**src/rtl/memory_bank_if.sv**
```systemverilog
// rtl/memory_bank_if.sv - write/read/clear bus between a client and the memory bank.
interface memory_bank_if #(
    parameter int WIDTH  = 24,
    parameter int ADDR_W = 4
);
    logic              ce;
    logic              we;
    logic [ADDR_W-1:0] waddr;
    logic [WIDTH-1:0]  d;
    logic              re;
    logic [ADDR_W-1:0] raddr;
    logic [WIDTH-1:0]  q;
    logic              q_valid;
    logic              clear;
    logic              busy;

    modport master (
        output ce, we, waddr, d, re, raddr, clear,
        input  q, q_valid, busy
    );

    modport slave (
        input  ce, we, waddr, d, re, raddr, clear,
        output q, q_valid, busy
    );
endinterface

```
**src/rtl/memory_bank.sv**
```systemverilog
// rtl/memory_bank.sv - DEPTH x WIDTH storage with registered read port and sequential clear sweep.
module memory_bank #(
    parameter int WIDTH  = 24,
    parameter int DEPTH  = 16,
    parameter int ADDR_W = 4
) (
    input  logic          clk,
    input  logic          reset,
    memory_bank_if.slave  bus
);
    typedef enum logic {
        S_CLEAR = 1'b0,
        S_IDLE  = 1'b1
    } state_e;

    localparam logic [ADDR_W-1:0] LAST_PTR = ADDR_W'(DEPTH - 1);
    localparam logic [ADDR_W:0]   DEPTH_C  = (ADDR_W + 1)'(DEPTH);

    state_e            state_q, state_d;
    logic [ADDR_W-1:0] ptr_q, ptr_d;
    logic [WIDTH-1:0]  q_q, q_d;
    logic              q_valid_q, q_valid_d;

    logic [WIDTH-1:0]  mem [DEPTH];

    logic busy;
    logic waddr_ok;
    logic raddr_ok;
    logic wr_acc;
    logic rd_acc;

    assign busy     = (state_q == S_CLEAR);
    assign waddr_ok = ({1'b0, bus.waddr} < DEPTH_C);
    assign raddr_ok = ({1'b0, bus.raddr} < DEPTH_C);
    assign wr_acc   = bus.ce & bus.we & ~busy & waddr_ok;
    assign rd_acc   = bus.ce & bus.re & ~busy;

    // A clear request in IDLE still lets that cycle's read/write through; CLEAR ignores it.
    always_comb begin
        state_d = state_q;
        ptr_d   = ptr_q;
        case (state_q)
            S_CLEAR: begin
                ptr_d = ptr_q + 1'b1;
                if (ptr_q == LAST_PTR) begin
                    state_d = S_IDLE;
                    ptr_d   = '0;
                end
            end
            S_IDLE: begin
                if (bus.clear) begin
                    state_d = S_CLEAR;
                    ptr_d   = '0;
                end
            end
            default: begin
                state_d = S_CLEAR;
                ptr_d   = '0;
            end
        endcase
    end

    always_comb begin
        q_d       = q_q;
        q_valid_d = 1'b0;
        if (rd_acc) begin
            q_valid_d = 1'b1;
            if (!raddr_ok) begin
                q_d = '0;
            end else if (wr_acc && (bus.waddr == bus.raddr)) begin
                q_d = bus.d;
            end else begin
                q_d = mem[bus.raddr];
            end
        end
    end

    always_ff @(posedge clk or negedge reset) begin
        if (!reset) begin
            state_q   <= S_CLEAR;
            ptr_q     <= '0;
            q_q       <= '0;
            q_valid_q <= 1'b0;
        end else begin
            state_q   <= state_d;
            ptr_q     <= ptr_d;
            q_q       <= q_d;
            q_valid_q <= q_valid_d;
        end
    end

    // The array has no reset; the sweep is the only way it is zeroed.
    always_ff @(posedge clk) begin
        if (state_q == S_CLEAR) begin
            mem[ptr_q] <= '0;
        end else if (wr_acc) begin
            mem[bus.waddr] <= bus.d;
        end
    end

    assign bus.q       = q_q;
    assign bus.q_valid = q_valid_q;
    assign bus.busy    = busy;
endmodule

```
**src/flat_wrapper.sv**
```systemverilog
// flat-port wrapper written by rule: the top's interface ports become plain ports
module memory_bank_flat 
#(
    parameter int WIDTH  = 24,
    parameter int DEPTH  = 16,
    parameter int ADDR_W = 4
)
  (clk, reset, bus_ce, bus_we, bus_waddr, bus_d, bus_re, bus_raddr, bus_clear, bus_q, bus_q_valid, bus_busy);
  memory_bank_if #(.WIDTH(WIDTH), .ADDR_W(ADDR_W)) bus_i ();
  input  logic clk;
  input  logic reset;
  input wire logic [$bits(bus_i.ce)-1:0] bus_ce;
  input wire logic [$bits(bus_i.we)-1:0] bus_we;
  input wire logic [$bits(bus_i.waddr)-1:0] bus_waddr;
  input wire logic [$bits(bus_i.d)-1:0] bus_d;
  input wire logic [$bits(bus_i.re)-1:0] bus_re;
  input wire logic [$bits(bus_i.raddr)-1:0] bus_raddr;
  input wire logic [$bits(bus_i.clear)-1:0] bus_clear;
  output wire logic [$bits(bus_i.q)-1:0] bus_q;
  output wire logic [$bits(bus_i.q_valid)-1:0] bus_q_valid;
  output wire logic [$bits(bus_i.busy)-1:0] bus_busy;
  assign bus_i.ce = bus_ce;
  assign bus_i.we = bus_we;
  assign bus_i.waddr = bus_waddr;
  assign bus_i.d = bus_d;
  assign bus_i.re = bus_re;
  assign bus_i.raddr = bus_raddr;
  assign bus_i.clear = bus_clear;
  assign bus_q = bus_i.q;
  assign bus_q_valid = bus_i.q_valid;
  assign bus_busy = bus_i.busy;
  memory_bank #(.WIDTH(WIDTH), .DEPTH(DEPTH), .ADDR_W(ADDR_W)) u_core (.clk(clk), .reset(reset), .bus(bus_i));
endmodule
```
**config.mk**
```make
export PLATFORM = sky130hd
export DESIGN_NAME = memory_bank_flat
export DESIGN_NICKNAME = d
export VERILOG_FILES = /design/src/rtl/memory_bank_if.sv /design/src/rtl/memory_bank.sv /design/src/flat_wrapper.sv
export SDC_FILE = /design/constraint.sdc
export NUM_CORES = 1
export LEC_CHECK = 0
export CORE_ASPECT_RATIO = 0.8
export CORE_MARGIN = 4
export CORE_UTILIZATION = 55
export CTS_BUF_LIST = sky130_fd_sc_hd__clkbuf_16
export DETAILED_ROUTE_END_ITERATION = 12
export GPL_ROUTABILITY_DRIVEN = 0
export PLACE_DENSITY = 0.73
export SYNTH_ARGS = -nofsm -noshare
export SYNTH_HDL_FRONTEND = slang
export SYNTH_SLANG_ARGS = --single-unit
```
**constraint.sdc**
```tcl
create_clock -name clk -period 3.7 [get_ports clk]
set_input_delay 0.37 -clock clk [delete_from_list [all_inputs] [get_ports clk]]
set_output_delay 0.37 -clock clk [all_outputs]
set_load 0.01 [all_outputs]
```
==> results.ini, run 1 <==
[run_status]
status=completed

[detailed_routing]
dr.pass1.iters=5
routedWlPerCell_um=27.4
drtIter0Drc=929
num_vias=8679
wirelength_um=36900
avgViaCountPerCell=6.44
ant_nets=0
route.detailed.drc=0

[die]
die_y_um=162
num_rows=56
start_util_pct=55.6
die_width_um=200
ios=64
dieArea_um2=32500
design.core.area_um2=29300

[worst_setup_path]
cpMaxStageDelayCell=a32o_2
cp-start-kind=flip-flop
rr_worst_depth=6
endpoint_kind=flip-flop
slowest_delay_ns=0.92
critical_path_buf_inv_count=1
critPathLaunch=u_core.state_q
reg2reg_slack_ns=0.58
worstPathCellList=and3_2 -> buf_4 -> a2bb2oi_1 -> a32o_2 -> o21ai_0 -> a21oi_1
reg2reg_from=u_core.state_q
critPathMaxFanout=48
critPathRequiredTime_ns=4.14
worstReg2RegEnd=u_core.bus.q[17]
crit_type=reg2reg
arrival_ns=3.56
critPathTopFamily=compound AO/OA/AOI/OAI gates

[global_route]
grt_use_total_pct=22.8
grt_max_degree=66
grt_pass1_wl_um=55400
grt_pass1_vias=8702
antenna_found_initial=0
grt.overflow.total=0

[clock_network]
cts_max_path_buffers=3
htreeDepth=2
cts.sinks=414
cts_made_buffers=40
insertion_delay_ns=0.53
path_clk_slew_ns=0.06
root_buffer=clkbuf_16
cts_tree=built
cts-resized-gates=0
cts_hold_buffers=1
cts_setup_buffers=0

[finish]
fin_nets=977
register_area_um2=12300
fillCellCount=1951
layout.cells.non_filler=1347
syn_to_final_growth_pct=15.7
drive_gt1_share_pct=21.8
antenna-diode-count=0
multi_input_area_um2=3780
final_cell_mix=edfxtp_1, mux4_2, clkdlybuf4s50_1
mostFrequentLayoutCell=edfxtp_1

[timing]
fin_skew_ns=0.0194
setup_viol=0
rsz0062_at_grt=no
slew_headroom_pct=24.1
finalHoldViolCount=0
period_share_pct=84.3
fmax_ghz=0.321
hold_ws_ns=0.470
slew_viol_final=0
tightest_slew_ns=1.14
setup_tns_ns=0
min_period_ns=3.12

[pwr]
p_sw_share_pct=27.5
clkPwrFrac_pct=30.5
seqPwrFrac_pct=50.4
power_density_nw_per_um2=680
power.switching_mw=3.53
peakVddDrop_uv=364
p_int_mw=9.28
p_leak_nw=6.34
total_power_mw=12.8
pwr-share-comb_pct=19.1

[logic_synthesis]
syn_inst=855
synth_seq_cells=414
syn-num-nets=894
synth_cell_types=34
yosysWarnings=0
synth.avg_cell_area_um2=19.1
seq_area_frac_synth_pct=75.4
synth_area_um2=16300

[placed_design]
dpl.hpwl_um=21400
port_buffers=63
dp_cells=1272

[hold_path]
hp-class=in2async

[job]
drv_cap=0

==> how the worst max path moves through the flow <==
stage	depth (start not counted)	endpoint
6_report	6	u_core.bus.q[17]
5_1_grt	6	u_core.bus.q[6]
4_1_cts	6	u_core.bus.q[17]
3_5_place_dp	7	u_core.bus.q[13]
3_3_place_gp	7	u_core.bus.q[20]
2_1_floorplan	6	u_core.mem[15][0]
==> stage by stage <==
stage / instance area (µm²) / setup slack [ns] / utilization (%)
finish: 18900 / 0.581 / 64.4
global route: 18900 / 0.432 / 64.4
CTS: 18900 / 0.674 / 64.4
detailed placement: 17600 / 0.538 / 60.0
global placement: 17600 / 0.611 / 60.0
floorplan: 16300 / 1.10 / -
==> power groups by stage <==
stage               clock [mW]  combinational, mW  sequential, mW
floorplan                    0               1.28            6.45
global route              4.15               2.59            6.51
CTS                       3.94               2.46            6.45
finish                    3.91               2.45            6.45
detailed placement           0               2.43            6.53
global placement             0               2.39            6.49
==> cell type report <==
cell class                 instances  share of cell area, %
tap                              377                   2.50
inverter                          30                  0.597
timing repair buffer              96                   5.04
sequential                       414                   65.2
clock inverter                    33                   1.21
clock buffer                      41                   5.44
multi-input combinational        356                   20.1
==> logic make-up after synthesis <==
family	Yosys count	synth area share [%]
buffers and inverters	85	2.26
AND/OR/NAND/NOR	114	2.86
XOR/XNOR	2	0.107
multiplexers	97	13.3
flip-flops	414	75.4
adder cells (fa/ha/maj)	1	0.0768
AO/OA/AOI/OAI	142	6.00
==> layer usage <==
layer	track usage [%]	routed length (µm)	share of wire, %	vias up
met2	35.8	17700	48	440
met4	5.28	717	1.9	0
met1	33.9	15300	41	4546
met5	0	0	0	-
met3	4.49	3200	8.7	60
li1	-	-	-	3633
==> registers in the layout, indices dropped and copies added, names as in the netlist <==
register            cells
u_core.mem            384
u_core.bus.q           24
u_core.ptr_q            4
u_core.bus.q_valid      1
u_core.state_q          1
==> Yosys cell counts (all sizes together) <==
| cell type | instances | area, µm² |
|---|---|---|
| clkbuf | 36 | 135 |
| xnor2 | 2 | 17.5 |
| nor2b | 5 | 31.3 |
| nand3 | 2 | 10.0 |
| mux4 | 96 | 2160 |
| dfrtp | 30 | 751 |
| nand2 | 52 | 195 |
| a221o | 1 | 10.0 |
| and4 | 1 | 8.76 |
| or3 | 1 | 6.26 |
| o221ai | 2 | 23.8 |
| buf | 19 | 121 |
| and3 | 2 | 12.5 |
| nor2 | 44 | 165 |
| mux2i | 1 | 10.0 |
| a31oi | 5 | 31.3 |
| a21oi | 26 | 130 |
| a211o | 1 | 8.76 |
| ha | 1 | 12.5 |
| edfxtp | 384 | 11500 |
| a22o | 1 | 8.76 |
| o31a | 23 | 201 |
| o21ai | 27 | 135 |
| a2bb2oi | 1 | 8.76 |
| a32o | 2 | 20.0 |
| o2bb2ai | 2 | 17.5 |
| nand2b | 1 | 6.26 |
| a22oi | 51 | 383 |
| inv | 30 | 113 |
| and2 | 1 | 6.26 |
| nor3 | 5 | 25.0 |
No activity file was read; power rests on OpenSTA's default activity.
==> run 2: changes to the inputs <==
PLACE_DENSITY = 0.76   (was 0.73)
clock period = 2.65 ns   (was 3.7 ns; I/O delays follow)
==> run 2 against run 1 <==
Combinational power up 51%. Fmax grew 33%. Non-clock buffer count rose by 27. Register-to-register slack lost 0.27 ns. Core utilization up 1.8 points. Via count is 0.93% higher. First-iteration DRC count is 8.8% higher. Critical path depth increased by 1. Clock-buffer cell count increased by 1. Setup slack got worse by 0.27 ns. Largest cell class unchanged. Cell count increased by 2.0%.
==> results.ini, run 2 (synthesis gave the netlist of run 1 again) <==
[timing]
period_share_pct=88.3  ; +4.0 points
rsz0062_at_grt=no
finalHoldViolCount=0  ; unchanged
fmax_ghz=0.427  ; +33%
min_period_ns=2.34  ; -0.780 ns
hold_ws_ns=0.425  ; -0.0449 ns
fin_skew_ns=0.0244  ; +0.00495 ns
tightest_slew_ns=1.04  ; -0.0958 ns
slew_headroom_pct=30.2  ; +6.1 points
slew_viol_final=0  ; unchanged
setup_viol=0  ; unchanged

[run_status]
status=completed

[worst_setup_path]
worstPathCellList=and3_2 -> buf_4 -> a2bb2oi_1 -> a32o_2 -> buf_4 -> o21ai_0 -> a21oi_1
critPathMaxFanout=16  ; -67%
crit_type=reg2reg
endpoint_kind=flip-flop
arrival_ns=2.78  ; -0.78 ns
cpMaxStageDelayCell=a32o_2
critPathRequiredTime_ns=3.09  ; -1.05 ns
slowest_delay_ns=0.44  ; -0.48 ns
path_common_cell=buf_4
cp-start-kind=flip-flop

[detailed_routing]
num_vias=8760  ; +0.93%
routedWlPerCell_um=27.4  ; about the same
ant_nets=0  ; unchanged
drtIter0Drc=1011  ; +8.8%
avgViaCountPerCell=6.38  ; -1.1%
route.detailed.drc=0  ; unchanged
dr.pass1.iters=5  ; unchanged
wirelength_um=37600  ; +1.9%

[die]
die_y_um=162  ; unchanged
dieArea_um2=32500  ; unchanged
die_width_um=200  ; unchanged
ios=64  ; unchanged
design.core.area_um2=29300  ; unchanged
num_rows=56  ; unchanged
start_util_pct=55.6  ; unchanged

[placed_design]
port_buffers=63  ; unchanged
dp_cells=1299  ; +2.1%
dpl.hpwl_um=22600  ; +5.3%

[finish]
antenna-diode-count=0  ; unchanged
largest_reg_flops=384  ; unchanged
fin_nets=1004  ; +2.8%
final_util_pct=66.1  ; +1.8 points
fillCellCount=1882  ; -3.5%
drive_gt1_share_pct=24.7  ; +2.9 points
layout.cells.non_filler=1374  ; +2.0%
final_cell_mix=edfxtp_1, mux4_2, clkdlybuf4s50_1
syn_to_final_growth_pct=18.8
regMostFlops=u_core.mem
mostFrequentLayoutCell=edfxtp_1

[clock_network]
cts_hold_buffers=1  ; unchanged
cts_tree=built
htreeDepth=2  ; unchanged
insertion_delay_ns=0.54  ; about the same
root_buffer=clkbuf_16
path_clk_slew_ns=0.07  ; about the same
cts-resized-gates=0  ; unchanged
cts.sinks=414  ; unchanged
cts_max_path_buffers=3  ; unchanged
cts_made_buffers=40  ; unchanged
cts_setup_buffers=0  ; unchanged

[global_route]
grt_max_degree=37  ; -44%
grt.overflow.total=0  ; unchanged
grt_use_total_pct=23.5  ; +0.74 points
antenna_found_initial=0  ; unchanged
grt_pass1_wl_um=57200  ; +3.2%
grt_pass1_vias=8876  ; +2.0%

[pwr]
power_density_nw_per_um2=966  ; +42%
total_power_mw=18.7  ; +46%
p_leak_nw=6.55  ; +3.3%
peakVddDrop_uv=567  ; +56%

[job]
drv_cap=0  ; unchanged

[hold_path]
hp-class=in2async

## run 2: cell types whose count changed in the layout (fill, tap and decap cells not counted), moves of 4 or more
cell,change
buf_4,+15
buf_12,+12
inv_1,-7
clkinvlp_4,+5
bufinv_16,+4
clkinv_2,-4
## run 2: routing by layer
layer  vias to the layer above  global-route usage [%]  routed length (µm)
met2                       401                    37.6               18200
met3                        67                    3.95                3090
li1                       3680                       -                   -
met4                         0                    6.25                 900
met1                      4612                    34.5               15400
met5                         -                       0                   0
## run 2: report_power, final
| group | switching, mW | leakage (nW) | internal [mW] |
|---|---|---|---|
| logic | 2.19 | 1.98 | 1.52 |
| clock network | 2.42 | 0.704 | 3.59 |
| registers | 0.439 | 3.86 | 8.54 |
## run 2: critical path: cells and delay by family (launching register included)
kind / cells / cell delay [ns]
AO/OA/AOI/OAI: 4 / 0.91
buffers and inverters: 2 / 0.58
flip-flops: 1 / 0.41
AND/OR/NAND/NOR: 1 / 0.35
## run 2: worst paths after layout
check	slack, ns	to	from	depth (start not counted)
max	0.31	u_core.bus.q[7]	u_core.state_q	7
min	0.42	u_core.bus.q[21]	reset	2
max reg2reg	0.31	u_core.bus.q[7]	u_core.state_q	7
min reg2reg	0.53	u_core.bus.q[10]	u_core.bus.q[10]	2
max in group asynchronous	1.67	u_core.ptr_q[2]	reset	2
min in group clk	0.43	u_core.bus.q[19]	bus_d[19]	4
## run 2: layout make-up
class	instances	area [µm²]	share of cell area, %
flip-flops and latches	414	12300	63.4
clock buffers	42	1050	5.43
well taps	377	472	2.44
repair buffers	123	1300	6.73
clock inverters	32	364	1.88
inverters	30	113	0.582
multi-input cells	356	3780	19.5
## run 2: per-stage QoR
step / setup WS [ns] / cell area [µm²] / TNS, ns
final: 0.310 / 19400 / 0
after global routing: 0.173 / 19400 / 0
after CTS: 0.336 / 19400 / 0
after detailed placement: -0.0264 / 17900 / -0.0319
after global placement: 0.0911 / 17900 / 0
after floorplan: 0.0462 / 16300 / 0
